**src/rtl/board_draw_scheduler.sv**
```systemverilog
// Board redraw sequencer: snapshots the 3x3 grid and sweeps every pixel of the
// nine cells into the VGA adapter, one plot strobe per pixel, yielding to hold.
module board_draw_scheduler #(
  parameter int unsigned PIECE_W = 27,
  parameter bit          AUTO    = 1'b1
) (
  input  logic        clk,
  input  logic        resetn,
  input  logic [17:0] grid,
  input  logic        start,
  input  logic        hold,
  input  logic [7:0]  x_base,
  input  logic [6:0]  y_base,
  output logic [3:0]  cell_sel,
  output logic [17:0] grid_snap,
  output logic [7:0]  x_out,
  output logic [6:0]  y_out,
  output logic        plot,
  output logic        busy,
  output logic        done
);

  typedef enum logic [1:0] {
    S_IDLE,
    S_LOAD,
    S_DRAW,
    S_DONE
  } state_t;

  localparam logic [4:0] OFF_LAST  = 5'(PIECE_W - 1);
  localparam logic [3:0] CELL_LAST = 4'd8;

  state_t      state, state_nx;
  logic [4:0]  off_x, off_y;
  logic [3:0]  cell_q;
  logic [17:0] snap_q;
  logic        pending;
  logic        req;
  logic        advance;
  logic        last_x, last_y, last_pix;

  assign req      = start | (AUTO & (grid != snap_q));
  assign advance  = (state == S_DRAW) & ~hold;
  assign last_x   = (off_x == OFF_LAST);
  assign last_y   = (off_y == OFF_LAST);
  assign last_pix = last_x & last_y & (cell_q == CELL_LAST);

  always_comb begin
    state_nx = state;
    plot     = 1'b0;
    busy     = 1'b1;
    done     = 1'b0;
    unique case (state)
      S_IDLE: begin
        busy = 1'b0;
        if (pending) state_nx = S_LOAD;
      end
      S_LOAD: state_nx = S_DRAW;
      S_DRAW: begin
        plot = ~hold;
        if (advance && last_pix) state_nx = S_DONE;
      end
      S_DONE: begin
        done     = 1'b1;
        state_nx = (pending || req) ? S_LOAD : S_IDLE;
      end
      default: state_nx = S_IDLE;
    endcase
  end

  always_ff @(posedge clk) begin
    if (!resetn) begin
      state   <= S_IDLE;
      off_x   <= '0;
      off_y   <= '0;
      cell_q  <= '0;
      snap_q  <= '0;
      pending <= 1'b1;
    end else begin
      state <= state_nx;
      // The grid is compared against the value being captured in LOAD, so only
      // an explicit start can re-arm a request in that cycle.
      if (state == S_LOAD)
        pending <= start;
      else if (req)
        pending <= 1'b1;

      if (state == S_LOAD) begin
        snap_q <= grid;
        off_x  <= '0;
        off_y  <= '0;
        cell_q <= '0;
      end else if (advance && !last_pix) begin
        if (last_x) begin
          off_x <= '0;
          if (last_y) begin
            off_y  <= '0;
            cell_q <= cell_q + 4'd1;
          end else begin
            off_y <= off_y + 5'd1;
          end
        end else begin
          off_x <= off_x + 5'd1;
        end
      end
    end
  end

  assign cell_sel  = cell_q;
  assign grid_snap = snap_q;
  assign x_out     = x_base + {3'b000, off_x};
  assign y_out     = y_base + {2'b00, off_y};

endmodule

```
**config.mk**
```make
export PLATFORM = sky130hd
export DESIGN_NAME = board_draw_scheduler
export DESIGN_NICKNAME = d
export VERILOG_FILES = /design/src/rtl/board_draw_scheduler.sv
export SDC_FILE = /design/constraint.sdc
export NUM_CORES = 1
export LEC_CHECK = 0
export CORE_ASPECT_RATIO = 1.1
export CORE_MARGIN = 2
export CORE_UTILIZATION = 49
export CTS_CLUSTER_SIZE = 12
export DETAILED_ROUTE_END_ITERATION = 8
export GPL_TIMING_DRIVEN = 0
export PLACE_DENSITY = 0.86
export SLEW_MARGIN = 20
export SYNTH_ARGS = -nofsm -noshare
export SYNTH_HDL_FRONTEND = slang
export SYNTH_SLANG_ARGS = --single-unit
```
**constraint.sdc**
```tcl
create_clock -name clk -period 3.3 [get_ports clk]
set_input_delay 0.66 -clock clk [delete_from_list [all_inputs] [get_ports clk]]
set_output_delay 0.66 -clock clk [all_outputs]
set_load 0.005 [all_outputs]
```
==> metrics.md, run 1 <==
| Metric | Value |
|---|---|
| Run status | complete, no violations |
| Die Ht | 75.4 um |
| Synth top cells by count | dfxtp_1, xnor2_1, nor2_1 |
| First-pass GRT wire length | 7730 um |
| Clock Skew | 0.00409 ns |
| Most common cell in the netlist | dfxtp_1 |
| Cts bufs inserted | 5 |
| Final nets | 396 |
| Antenna violations before repair | 0 |
| Final Hold Viols | 0 |
| Full die area | 5200 um2 |
| Syn Nets | 307 |
| CTS tree | done |
| Main synth FF type | dfxtp_1 |
| Cell Area, Synth | 2270 um2 |
| Worst vdd ir | 0.366 mV |
| DRT Pass-1 Iters | 4 |
| Slew margin rel. | 72.0% |
| Gr usage total | 19.7% |
| Placer Congestion | 0.781 |
| DR vias/cell | 5.04 |
| Hold_buf cts | 0 |
| Post-synthesis cell type count | 36 |
| HPWL Detailed | 3820 um |
| Core box area | 4380 um2 |
| CTS root buffer | clkbuf_8 |
| Slowest-stage cell, CP | clkdlybuf4s50_1 |
| Power density over the cells | 481 nW/um2 |
| Drt drc | 0 |
| H-tree Lvls | 2 |
| Bufs and invs on worst path | 3 |
| Number of global-route vias before repair | 1874 |
| Peak Freq | 312 MHz |
| Vias | 1971 |
| Worst Tran Pin Value | 0.417 ns |
| Register area share after synthesis | 30.8% |
| Initial core utilization | 51.9% |
| Worst path arrival time | 2.55 ns |
| Post-Synthesis Cells | 247 |
| ANT nets after route | 0 |
| Async SR Flop Fraction | 0% |
| Slew Viols, Final | 0 |
| DR iter-0 viols | 62 |
| Final non-filler cell total | 391 |
| Crit. End Element | output port |
| Largest net degree at the start of global routing | 12 |
| Avg WL per Cell | 12.5 um |
| Hold Worst Slack | 0.549 ns |
| # port buffers | 76 |
| Longest Clk Path Bufs | 2 |
| Fin crit period | 3.21 ns |
| Critical Path Start Type | input pin |
| Clock Latency Late Sink | 0.29 ns |
| Max incr delay on CP | 0.46 ns |
| Overall power | 1.57 mW |
| Top cells by area, synth | dfxtp_1, ha_1, xnor2_1 |
| Syn Area/Cell | 9.20 um2 |
| Critical path's most frequent cell | o21ai_1 |
| Crit-path cells | clkdlybuf4s50_1 > ha_2 > inv_2 > fa_2 > nor2b_1 > o21ai_1 > a21boi_1 > o21ai_1 > xnor2_1 > clkbuf_2 |
| Setup violations, final | 0 |
| IO Pins | 77 |
| Die Wd | 68.9 um |
| DP Area | 3100 um2 |
| Number of synthesized flops with an enable pin | 0 |
| Syn-to-layout area delta | 43.9% |
| Fin crit share | 97.2% |
| Grt ovf | 0 |
| Leak pwr | 1.35 nW |
| Clock transition at the registers of the reported paths | 0.07 ns |
| Yosys warnings | 0 |
| Seq cells post-synth | 35 |
| Clock Sinks | 35 |
| Max cap viols | 0 |
| # placed instances | 377 |
| Routed wire length | 4890 um |
| Yosys top cell area share | 30.8% |
| Yosys top cell by area | dfxtp_1 |
| CP top delay family | buffers and inverters |
| Required time of the critical path | 2.64 ns |
| Hold crit path type | register to register |
| WS Path Type | input pin to output port |
| Setup TNS | 0 ns |
| Design area | 3270 um2 |
| Num rows | 25 |
| Crit Path Max Fanout | 2 |
| Layout cell share with drive strength beyond 1 | 9.50% |
| ANT cells | 0 |
| Unrepaired setup endpoints after global routing | false |
==> flip-flops by register name (all words and copies together) (netlist names) <==
signal     count
grid_snap     18
state          2
off_y          5
cell_sel       4
pending        1
off_x          5
==> repair_timing <==
action / 4_1_cts / 5_1_grt
resized for setup: 18 / 10
gates cloned: 0 / 0
buffers inserted: 4 / 2
endpoints found under the setup margin: 7 / 3
pin swaps: 7 / 8
==> metrics by stage <==
| stage | setup slack (ns) | utilization [%] |
|---|---|---|
| final | 0.0929 | 74.7 |
| after global routing | 0.0419 | 74.7 |
| after CTS | -0.0210 | 74.3 |
| after floorplan | 0.726 | - |
| after global placement | -0.328 | 70.8 |
| after detailed placement | -0.384 | 70.8 |
==> metal layers <==
metal | routed length [um] | up-vias | global-route usage (%) | part of all wire, %
met1 | 2020 | 898 | 21.4 | 41
met3 | 424 | 5 | 7.24 | 8.7
li1 | - | 1006 | - | -
met4 | 60 | 0 | 5.88 | 1.2
met2 | 2390 | 62 | 35.7 | 49
met5 | 0 | - | 0 | 0
==> logic make-up (layout without fill, tap and decap cells) <==
logic type	after synthesis	after routing	synth area share, %
AND/OR/NAND/NOR	79	79	20.3
XOR/XNOR	36	36	13.9
flip-flops	35	35	30.8
buffers and inverters	27	117	4.57
AO/OA/AOI/OAI	26	26	7.82
adder cells (fa/ha/maj)	23	23	13.3
multiplexers	21	21	9.25
==> layout by cell type, fill, tap and decap left out, types with 4 or more instances in the layout <==
cell type	netlist	final
xor2_1	7	7
clkdlybuf4s50_1	0	68
nor2_1	25	25
nand2_1	8	8
o21ai_1	1	6
ha_1	21	19
inv_1	22	21
nand4_1	10	10
mux2i_1	21	21
dlygate4sd2_1	0	4
dfxtp_1	35	35
buf_4	0	6
clkbuf_8	0	6
a21oi_1	7	5
nor2b_1	21	21
xnor2_1	29	29
==> report_power, final <==
group / switching [mW] / internal [mW] / total [mW]
Clock: 0.162 / 0.245 / 0.407
Combinational: 0.261 / 0.357 / 0.617
Sequential: 0.0616 / 0.488 / 0.549
==> worst min-delay path, cell delays in order (launching register included) <==
cell and delay, ns:
dfxtp_1 0.33, mux2i_1 0.12, nor2b_1 0.05
==> worst paths after layout <==
path,from,endpoint,slack (ns),cells past startpoint
setup / recovery,y_base[0],y_out[6],0.09,10
hold / removal,grid_snap[7],grid_snap[7],0.55,2
setup reg to reg,off_x[1],state[0],1.43,6
hold reg to reg,grid_snap[7],grid_snap[7],0.55,2
==> cell type report <==
class                   count  area [um2]
plain buffers               5        21.3
clock buffers               6        82.6
clock inverters             2        35.0
fillers                   344        1110
inverters                  22        82.6
multi-input cells         185        1490
flip-flops and latches     35         701
well taps                  54        67.6
repair buffers             82         796
Note: power is estimated with default switching activity, not from simulation.
==> inputs of run 2 (changes only) <==
CORE_MARGIN = unset   (was 2)
SKIP_LAST_GASP = 1   (was unset)
TNS_END_PERCENT = 20   (was unset)
==> metrics.md, run 2 (synthesized netlist as in run 1, its figures left out) <==
| Metric | Value |
|---|---|
| Clock share of power | 20.3% |
| Required time of the critical path | 2.64 ns |
| Number of global-route vias before repair | 1936 |
| Leak pwr | 1.29 nW |
| Placer Congestion | 0.786 |
| IO Pins | 77 |
| Run status | finished with violations |
| Number of fillers in the final layout | 339 |
| WS Path Type | input pin to output port |
| Slew Viols, Final | 0 |
| Max reg flops | 18 |
| Final Hold Viols | 0 |
| CTS tree | done |
| Layout cell share with drive strength beyond 1 | 5.74% |
| Clock transition at the registers of the reported paths | 0.06 ns |
| Setup Buffers After CTS | 0 |
| Fin crit share | 101% |
| Syn-to-layout area delta | 40.6% |
| Worst vdd ir | 0.369 mV |
| Slowest-stage cell, CP | clkdlybuf4s50_1 |
| Full die area | 4910 um2 |
| Longest Clk Path Bufs | 2 |
| Clock Latency Late Sink | 0.29 ns |
| First-pass GRT wire length | 7940 um |
| Final non-filler cell total | 385 |
| ANT cells | 0 |
| Setup violations, final | 4 |
| Commonest non-fill, non-tap cell in the layout | clkdlybuf4s50_1 |
| Grt ovf | 0 |
| Net Switching | 476 uW |
| ANT nets after route | 0 |
| Crit. End Element | output port |
| Initial core utilization | 51.9% |
| Die Ht | 73.4 um |
| Gr usage total | 21.1% |
| H-tree Lvls | 2 |
| DR iter-0 viols | 81 |
| Routed wire length | 4740 um |
| Avg WL per Cell | 12.3 um |
| Sw Ratio | 32.4% |
| Failing checks | negative setup slack |
| Final nets | 390 |
| Cts bufs inserted | 5 |
| Combinational share of power | 42.3% |
| Peak Freq | 300 MHz |
| Pint | 994 uW |
| # port buffers | 76 |
| Hold crit path type | register to register |
| Post-Place Setup Slack | -0.406 ns |
| Vias | 1950 |
| # placed instances | 377 |
| Max cap viols | 0 |
| Worst path arrival time | 2.67 ns |
| Most frequent cells in the layout | clkdlybuf4s50_1, dfxtp_1, xnor2_1 |
| Seq pwr share | 37.4% |
| Bufs and invs on worst path | 3 |
| Die Wd | 66.9 um |
| Drt drc | 0 |
| Antenna violations before repair | 0 |
| Num rows | 25 |
| CP top delay family | buffers and inverters |
| Clock Sinks | 35 |
| Core box area | 4380 um2 |
| HPWL Detailed | 3750 um |
| Largest net degree at the start of global routing | 11 |
| Crit Path Max Fanout | 2 |
| Crit-path cells | clkdlybuf4s50_1 > ha_1 > inv_1 > fa_1 > nor2b_1 > o21ai_0 > nand2_1 > nor2_1 > nor2_1 > clkdlybuf4s50_1 |
| DRT Pass-1 Iters | 5 |
| Clock Skew | 0.00698 ns |
| Setup ws final | -0.0343 ns |
| Power density over the cells | 460 nW/um2 |
| Critical Path Start Type | input pin |
| Fin crit period | 3.33 ns |
| Max incr delay on CP | 0.50 ns |
| CTS root buffer | clkbuf_8 |
| DR vias/cell | 5.06 |
| Slew margin rel. | 72.5% |
| Worst Tran Pin Value | 0.409 ns |
| Unrepaired setup endpoints after global routing | true |
run 2: final timing paths:
kind,start,endpoint,slack (ns),cells after the start
setup / recovery,y_base[0],y_out[4],-0.03,10
hold / removal,grid_snap[12],grid_snap[12],0.55,2
hold reg to reg,grid_snap[12],grid_snap[12],0.55,2
setup reg to reg,off_x[1],state[0],1.41,6
run 2: area by class of cell:
class	count	area [um2]	share of cell area, %
Multi-Input combinational cell	185	1480	46.4
Timing Repair Buffer	76	761	23.8
Sequential cell	35	701	21.9
Inverter	22	82.6	2.58
Clock buffer	7	76.3	2.39
Tap cell	54	67.6	2.11
Buffer	5	21.3	0.666
Clock inverter	1	5.00	0.157
run 2: repair_timing:
| action | CTS | global route |
|---|---|---|
| endpoints found under the setup margin | 7 | 7 |
| pin swaps | 2 | 2 |
| gates resized for setup | 7 | 5 |
| hold buffers | 0 | 0 |
run 2: per-stage QoR:
| stage | hold slack (ns) | setup TNS, ns | total power, mW | area [um2] | utilization (%) |
|---|---|---|---|---|---|
| floorplan | 0.535 | 0 | 0.910 | 2270 | - |
| global placement | 0.534 | -1.15 | 1.16 | 3100 | 70.8 |
| detailed placement | 0.540 | -1.36 | 1.19 | 3100 | 70.8 |
| CTS | 0.554 | -0.482 | 1.49 | 3180 | 72.7 |
| global route | 0.577 | -0.798 | 1.57 | 3200 | 73.0 |
| finish | 0.547 | -0.108 | 1.47 | 3200 | 73.0 |
run 2: power groups by stage:
stage / Combinational (mW) / Clock (mW) / Sequential, mW
2_1_floorplan: 0.355 / 0 / 0.556
3_3_place_gp: 0.605 / 0 / 0.557
3_5_place_dp: 0.627 / 0 / 0.559
4_1_cts: 0.630 / 0.306 / 0.550
5_1_grt: 0.684 / 0.325 / 0.559
6_report: 0.622 / 0.299 / 0.549
run 2: worst register-to-register path: cells and delay by family (launching register included):
| kind | cells | cell delay, ns |
|---|---|---|
| mux | 1 | 0.16 |
| fa+ha+maj | 1 | 0.24 |
| flops | 1 | 0.43 |
| simple gates | 1 | 0.18 |
| compound gates | 3 | 0.77 |
run 2: per-layer routing:
| layer | routed length [um] | vias up | track usage, % |
|---|---|---|---|
| li1 | - | 993 | - |
| met1 | 1880 | 877 | 22.4 |
| met2 | 2360 | 72 | 37.6 |
| met3 | 418 | 8 | 7.45 |
| met4 | 70 | 0 | 8.27 |
| met5 | 0 | - | 0 |
